===== src/rtl/i2s_rx_deserializer.sv =====
// I2S slave receiver: synchronizes BCLK/LRCLK/SDATA into ACLK, assembles
// {left, right} sample pairs and queues them in a first-word-fall-through FIFO.
module i2s_rx_deserializer #(
  parameter int WIDTH  = 24,
  parameter int ADDR_W = 3
) (
  input  logic                 ACLK,
  input  logic                 ARESETN,
  input  logic                 EN,
  input  logic                 BCLK_I,
  input  logic                 LRCLK_I,
  input  logic                 SDATA_I,
  output logic [2*WIDTH-1:0]   M_TDATA,
  output logic                 M_TVALID,
  input  logic                 M_TREADY,
  output logic [ADDR_W:0]      FIFO_LEVEL,
  output logic                 OVERFLOW,
  input  logic                 OVF_CLR
);

  localparam int DEPTH = 1 << ADDR_W;
  localparam int CNT_W = $clog2(WIDTH + 1);

  localparam logic [1:0] ST_ALIGN = 2'd0;
  localparam logic [1:0] ST_LEFT  = 2'd1;
  localparam logic [1:0] ST_RIGHT = 2'd2;

  logic [1:0]           bclk_sync;
  logic [1:0]           lrclk_sync;
  logic [1:0]           sdata_sync;
  logic                 bclk_prev;
  logic                 lr_q;
  logic                 lr_qq;
  logic [1:0]           state;
  logic [CNT_W-1:0]     bit_cnt;
  logic [WIDTH-1:0]     shift_reg;
  logic [WIDTH-1:0]     left_hold;
  logic                 push_req;
  logic [2*WIDTH-1:0]   push_data;
  logic [2*WIDTH-1:0]   mem [DEPTH];
  logic [ADDR_W-1:0]    wr_ptr;
  logic [ADDR_W-1:0]    rd_ptr;

  logic                 bclk_rise;
  logic                 lr_change;
  logic                 sdata_bit;
  logic [WIDTH-1:0]     msb_word;
  logic [WIDTH-1:0]     bit_mask;
  logic                 fifo_full;
  logic                 do_pop;
  logic                 do_push;
  logic                 drop;

  assign bclk_rise = bclk_sync[1] & ~bclk_prev;
  assign lr_change = lr_q ^ lr_qq;
  assign sdata_bit = sdata_sync[1];
  assign msb_word  = {sdata_bit, {(WIDTH-1){1'b0}}};
  // One-hot pointer to the next bit position; words shorter than WIDTH keep zeros below.
  assign bit_mask  = {1'b1, {(WIDTH-1){1'b0}}} >> bit_cnt;

  always_ff @(posedge ACLK or negedge ARESETN) begin
    if (!ARESETN) begin
      bclk_sync  <= '0;
      lrclk_sync <= '0;
      sdata_sync <= '0;
      bclk_prev  <= 1'b0;
      lr_q       <= 1'b0;
      lr_qq      <= 1'b0;
    end else begin
      bclk_sync  <= {bclk_sync[0], BCLK_I};
      lrclk_sync <= {lrclk_sync[0], LRCLK_I};
      sdata_sync <= {sdata_sync[0], SDATA_I};
      bclk_prev  <= bclk_sync[1];
      if (bclk_rise) begin
        lr_q  <= lrclk_sync[1];
        lr_qq <= lr_q;
      end
    end
  end

  // A word select change seen on the previous rise marks this rise as the MSB of channel lr_q.
  always_ff @(posedge ACLK or negedge ARESETN) begin
    if (!ARESETN) begin
      state     <= ST_ALIGN;
      bit_cnt   <= '0;
      shift_reg <= '0;
      left_hold <= '0;
      push_req  <= 1'b0;
      push_data <= '0;
    end else begin
      push_req <= 1'b0;
      if (!EN) begin
        state     <= ST_ALIGN;
        bit_cnt   <= '0;
        shift_reg <= '0;
        left_hold <= '0;
      end else if (bclk_rise) begin
        case (state)
          ST_ALIGN: begin
            if (lr_change && !lr_q) begin
              shift_reg <= msb_word;
              bit_cnt   <= CNT_W'(1);
              state     <= ST_LEFT;
            end
          end
          ST_LEFT, ST_RIGHT: begin
            if (lr_change && (lr_q == (state == ST_LEFT))) begin
              if (state == ST_LEFT) begin
                left_hold <= shift_reg;
                state     <= ST_RIGHT;
              end else begin
                push_req  <= 1'b1;
                push_data <= {left_hold, shift_reg};
                state     <= ST_LEFT;
              end
              shift_reg <= msb_word;
              bit_cnt   <= CNT_W'(1);
            end else if (bit_cnt < CNT_W'(WIDTH)) begin
              if (sdata_bit) shift_reg <= shift_reg | bit_mask;
              bit_cnt <= bit_cnt + CNT_W'(1);
            end
          end
          default: state <= ST_ALIGN;
        endcase
      end
    end
  end

  assign fifo_full = (FIFO_LEVEL == (ADDR_W+1)'(DEPTH));
  assign do_pop    = M_TVALID & M_TREADY;
  // A pop in the same cycle frees the head slot, so a full FIFO can still accept.
  assign do_push   = push_req & (~fifo_full | do_pop);
  assign drop      = push_req & fifo_full & ~do_pop;
  assign M_TVALID  = (FIFO_LEVEL != '0);
  assign M_TDATA   = mem[rd_ptr];

  always_ff @(posedge ACLK or negedge ARESETN) begin
    if (!ARESETN) begin
      for (int unsigned i = 0; i < DEPTH; i++) mem[i] <= '0;
      wr_ptr     <= '0;
      rd_ptr     <= '0;
      FIFO_LEVEL <= '0;
      OVERFLOW   <= 1'b0;
    end else begin
      if (do_push) begin
        mem[wr_ptr] <= push_data;
        wr_ptr      <= wr_ptr + 1'b1;
      end
      if (do_pop) rd_ptr <= rd_ptr + 1'b1;
      case ({do_push, do_pop})
        2'b10:   FIFO_LEVEL <= FIFO_LEVEL + 1'b1;
        2'b01:   FIFO_LEVEL <= FIFO_LEVEL - 1'b1;
        default: FIFO_LEVEL <= FIFO_LEVEL;
      endcase
      if (drop)         OVERFLOW <= 1'b1;
      else if (OVF_CLR) OVERFLOW <= 1'b0;
    end
  end

endmodule


===== config.mk =====
export PLATFORM = sky130hd
export DESIGN_NAME = i2s_rx_deserializer
export DESIGN_NICKNAME = d
export VERILOG_FILES = /design/src/rtl/i2s_rx_deserializer.sv
export SDC_FILE = /design/constraint.sdc
export NUM_CORES = 1
export LEC_CHECK = 0
export BUFFER_PORTS_ARGS = -buffer_cell sky130_fd_sc_hd__buf_2
export CELL_PAD_IN_SITES_DETAIL_PLACEMENT = 1
export CELL_PAD_IN_SITES_GLOBAL_PLACEMENT = 1
export CORE_ASPECT_RATIO = 0.75
export CORE_MARGIN = 2
export CORE_UTILIZATION = 56
export CTS_BUF_LIST = sky130_fd_sc_hd__clkbuf_4
export CTS_CLUSTER_SIZE = 24
export DETAILED_ROUTE_END_ITERATION = 10
export PLACE_DENSITY = 0.95
export SLEW_MARGIN = 20
export SYNTH_ARGS = -nofsm -noshare
export SYNTH_HDL_FRONTEND = slang
export SYNTH_SLANG_ARGS = --single-unit

===== constraint.sdc =====
create_clock -name ACLK -period 2.8 [get_ports ACLK]
set_clock_uncertainty 0.1 [all_clocks]
set_input_delay 0.14 -clock ACLK [delete_from_list [all_inputs] [get_ports ACLK]]
set_output_delay 0.14 -clock ACLK [all_outputs]
set_load 0.005 [all_outputs]

[After elaboration in Yosys (flattened, before gate mapping)]
Index checks and enable logic that the tools add are counted.
Operators by class
  add/subtract/negate cells: 5
  $lt $le $gt $ge: 4
  eq/ne operators: 15
  shifts and indexed selects: 1
  multiplexer cells: 38
  bitwise logic cells: 14
  reduce and logical (&&, ||, !) cells: 14
Operators with widths (count)
  bitwise mux 384 bit: 1
  two-way mux 24 bit: 11
  binary-select mux 48 bit (select 3 bit): 1
  demux 48 bit (select 3 bit): 1
  two-way mux 48 bit: 3
  one-hot mux 24 bit (2 select lines): 1
  two-way mux 5 bit: 5
  OR 24 bit: 1
  >> shifter 24 x 5 -> 24 bit, first input constant: 1
  two-way mux 2 bit: 5
  one-hot mux 5 bit (2 select lines): 1
  AND reduction 5 bit: 2
  >= comparator 4 bit, second input constant: 2
  inequality test 2 x 1 -> 1 bit, second input constant: 4
  inequality test 4 bit, second input constant: 2
  inverter 3 -> 4 bit: 2
  one-hot mux 4 bit (2 select lines): 1
  AND reduction 4 bit: 2
  two-way mux 1 bit: 7
  adder 3 x 1 -> 3 bit, second input constant: 2
  inequality test 3 bit, second input constant: 2
  adder 5 x 1 -> 5 bit, second input constant: 1
  AND 1 bit: 5
  < comparator 5 bit, second input constant: 1
  other kinds (19): 27
Storage, ports and cells
  bits in registers: 508
  input bits: 8
  output and inout bits: 54
  logic and storage cells: 115

[Longest topological paths before layout]
  depth in word-level cells: 8
  gate-level depth with buffers: 11
  mapped depth without buffers: 11

[Worst setup path after synthesis]
OpenSTA, ideal clock, no wires.
  kind: flip-flop to flip-flop
  start point: register state[0]
  end point: register push_data[39]
  library setup time: 0.125 ns
  arrival time: 2.097 ns
  required time: 2.575 ns
  slack: 0.478 ns
  stages on the path, launching flop included: 8
  buffers on the path: 2
  period minus slack after synthesis: 2.322 ns
  cell sequence: dfrtp_1 -> inv_1 -> ha_1 -> nor4bb_1 -> nand3_1 -> clkbuf_1 -> clkbuf_1 -> mux2_2
On the way
  cells in the longest elaborated chain, start to end: 4
  elaborated cells on any way between the ends: 7
  those cells by class: 3 x eq/ne; 1 x bitwise; 3 x reduce/logical
RTL lines
  start: declaration: RTL line 34  | logic [1:0] state;
  start signal: assignment: RTL line 84  | state <= ST_ALIGN;
  start signal: assignment: RTL line 93  | state <= ST_ALIGN;
  start signal: assignment: RTL line 103  | state <= ST_LEFT;
  == test 2 x 1 -> 1 bit: RTL line 98, 107, 108
  == test 1 bit: RTL line 107  | if (lr_change && (lr_q == (state == ST_LEFT))) begin
  logical AND 1 bit: RTL line 107
  AND reduction 5 bit (no source line) *
  end signal: assignment: RTL line 113  | push_data <= {left_hold, shift_reg};
  end: declaration: RTL line 39  | logic [2*WIDTH-1:0] push_data;
Mark *: on every way between the ends. The rest lies on a longest branch, timed or not.
A chain may end at the register's enable or synchronous reset.

[Final worst setup path]
  start point: register rd_ptr[0]
  end point: output M_TDATA[3]
On the way
  cells in the longest elaborated chain, start to end: 4
RTL lines
  start: declaration: RTL line 42  | logic [ADDR_W-1:0] rd_ptr;
  start signal: assignment: RTL line 149  | if (do_pop) rd_ptr <= rd_ptr + 1'b1;
  inverter 3 -> 4 bit (not written as such): RTL line 135  | assign M_TDATA = mem[rd_ptr];
  binary-select mux 48 bit (select 3 bit): RTL line 135
  two-way mux 48 bit (not written as such) (2 in series): RTL line 135
  end: declaration: RTL line 13  | output logic [2*WIDTH-1:0] M_TDATA,
Every way passes these cells. The select of a mux whose other input is x is not followed.

==> reports/results.tsv <==
metric	value	unit
status	finished, violations left	
violations	setup timing	
fin_hold_ws	0.0372	ns
drive_gt1_share	55.7	%
grt_pass1_wl	101	mm
cts_tree	built	
drt_iter0_drc	1004	
max_freq	331	MHz
post-route-util	66.3	%
setup.worst_path.class	reg -> out	
reg2reg_slack	0.05	ns
dr.pass1.iters	5	
yosysWarnings	0	
ys.flop_type	dfrtp_1	
slew_headroom	47.9	%
clockBufferDepth	3	
synthCells	1385	
period_share	108	%
die_w	234	um
setup_ws	-0.219	ns
netlist_area	22300	um2
via_per_inst	6.41	
avgRoutedWirePerCell	31.2	um
vdd_drop_max	392	uV
worstSetupEndpointType	primary output	
grt_pass1_vias	16100	
vias	13900	
crit_path_start_kind	flip-flop	
nets	1586	
io_buffers	61	
power_density	655	nW/um2
drv_slew	0	
setup_viol	47	
maxCapViolCount	0	
synth_edf_count	0	
layout_common_cells	dfrtp_1 (505), mux2_2 (415), clkbuf_4 (179)	
min_path_type	in -> reg	
numCtsBuffers	120	
grt_overflow	0	
antenna_left	0	
syn2layout_area_growth	17.1	%
grt_max_degree	75	
drc	0	
dp.cells	1923	
ios	62	
coreArea	39400	um2
synth_cell_types	53	
initial_core_util	56.6	%
p_leak	13.0	nW
place.gp.congestion	0.922	
rows	63	
die_area	41500	um2
final_cells	2169	
antenna_found_initial	3	
clock-sinks	508	
clk_pin_slew_worst_paths	0.07	ns
async_reset_ff_share	100	%
root_buffer	clkbuf_4	
critPathMaxFanout	5	
synth.avg_cell_area	16.1	um2
largest_reg_flops	384	
max_flop_register	mem	
htreeDepth	3	
hpwl	36.2	mm
cp_data_required_time	2.56	ns
post-route-min-period	3.02	ns
ys_ff_latch	508	
routed_wl	67.8	mm
worst_slew_pin_slew	0.778	ns
grt_usage	33.2	%
insertion_delay	0.90	ns
yosysSeqAreaShare	57.0	%
syn-num-nets	1408	
rsz0062_at_grt	yes	
hold_violations	0	
final_common_cell	dfrtp_1	
top_regs	mem x384, push_data x48	
die_h	177	um
cp.arrival	2.78	ns
-- final timing paths --
path                               start             to  depth (start not counted)
setup / recovery               rd_ptr[0]     M_TDATA[3]                          6
hold / removal                  M_TREADY      rd_ptr[2]                          4
setup reg to reg           FIFO_LEVEL[0]  FIFO_LEVEL[2]                         11
hold reg to reg             bclk_sync[0]   bclk_sync[1]                          0
max in group asynchronous        ARESETN       mem[359]                          5
min in group asynchronous        ARESETN       mem[338]                          4
-- cells in the mapped netlist, types with 2 or more instances --
library cell	number	share of area [%]
dfrtp_1	508	57
mux2_2	461	23
mux4_2	96	9.7
clkbuf_1	39	0.66
nor2_1	35	0.59
buf_2	28	0.63
mux2i_1	27	1.2
nand2_1	21	0.35
mux2_4	20	1.3
ha_1	15	0.84
o2bb2ai_1	15	0.59
buf_1	13	0.22
inv_1	12	0.20
o21ai_0	7	0.16
a21oi_1	6	0.13
buf_6	6	0.30
nor4b_1	6	0.24
o221a_2	6	0.30
xnor2_1	5	0.20
xor2_1	5	0.20
nand3_1	4	0.090
nand4_1	4	0.11
nand4b_1	4	0.16
a31oi_1	3	0.084
nand2b_1	3	0.084
nor2b_1	3	0.084
a21boi_0	2	0.067
a41oi_1	2	0.079
mux2_1	2	0.10
nand3b_1	2	0.067
nor3b_1	2	0.067
or4b_4	2	0.12
-- metrics by stage --
step / power [mW] / instance area (um2) / worst slack, ns / setup TNS [ns]
global placement: 9.99 / 23600 / 0.377 / 0
CTS: 16.7 / 25800 / -0.185 / -6.58
floorplan: 9.17 / 22300 / 0.478 / 0
detailed placement: 10.1 / 23600 / 0.148 / 0
global route: 17.7 / 26100 / -0.284 / -10.60
finish: 17.1 / 26100 / -0.219 / -6.70
-- critical path: stages (launching register included) --
cell and delay (ns):
dfrtp_4 0.52, buf_12 0.16, buf_12 0.14, clkbuf_16 0.16, mux4_2 0.47, mux2_4 0.30, buf_6 0.12
-- logic make-up after synthesis --
group	count (synthesis)	share of synthesized area [%]
fa+ha+maj	15	0.841
simple gates	92	2.17
compound gates	54	1.95
xor+xnor	10	0.393
flops	508	57.0
buf+inv	100	2.04
mux	606	35.6
-- layer usage --
metal	track usage (%)	part of all wire (%)	wire, um
met1	39.5	38	25800
met2	56.8	52	35000
met3	8.15	5.6	3780
met4	15.7	4.6	3120
met5	0	0	0
-- final cells by class --
cell class / instances / area, um2
multi-input cells: 777 / 9370
flip-flops and latches: 508 / 12700
inverters: 14 / 52.6
clock inverters: 23 / 96.3
fillers: 3415 / 13300
clock buffers: 179 / 1340
diodes: 6 / 15.0
well taps: 520 / 651
repair buffers: 142 / 1870
-- power by group --
group	internal, mW	total (mW)	switching, mW	leakage [nW]
sequential	7.42	7.59	0.179	7.06
combinational	1.67	3.44	1.77	5.10
clock	2.89	6.08	3.19	0.875
-- what timing repair did --
| action | 4_1_cts | 5_1_grt |
|---|---|---|
| hold endpoints to repair | 569 | 0 |
| resized for setup | 82 | 33 |
| hold buffers | 14 | 0 |
| setup buffers | 15 | 4 |
| setup endpoints to repair | 49 | 74 |
| pin swaps | 0 | 0 |
| cloned | 4 | 3 |
Power figures use the tool's default switching activity.
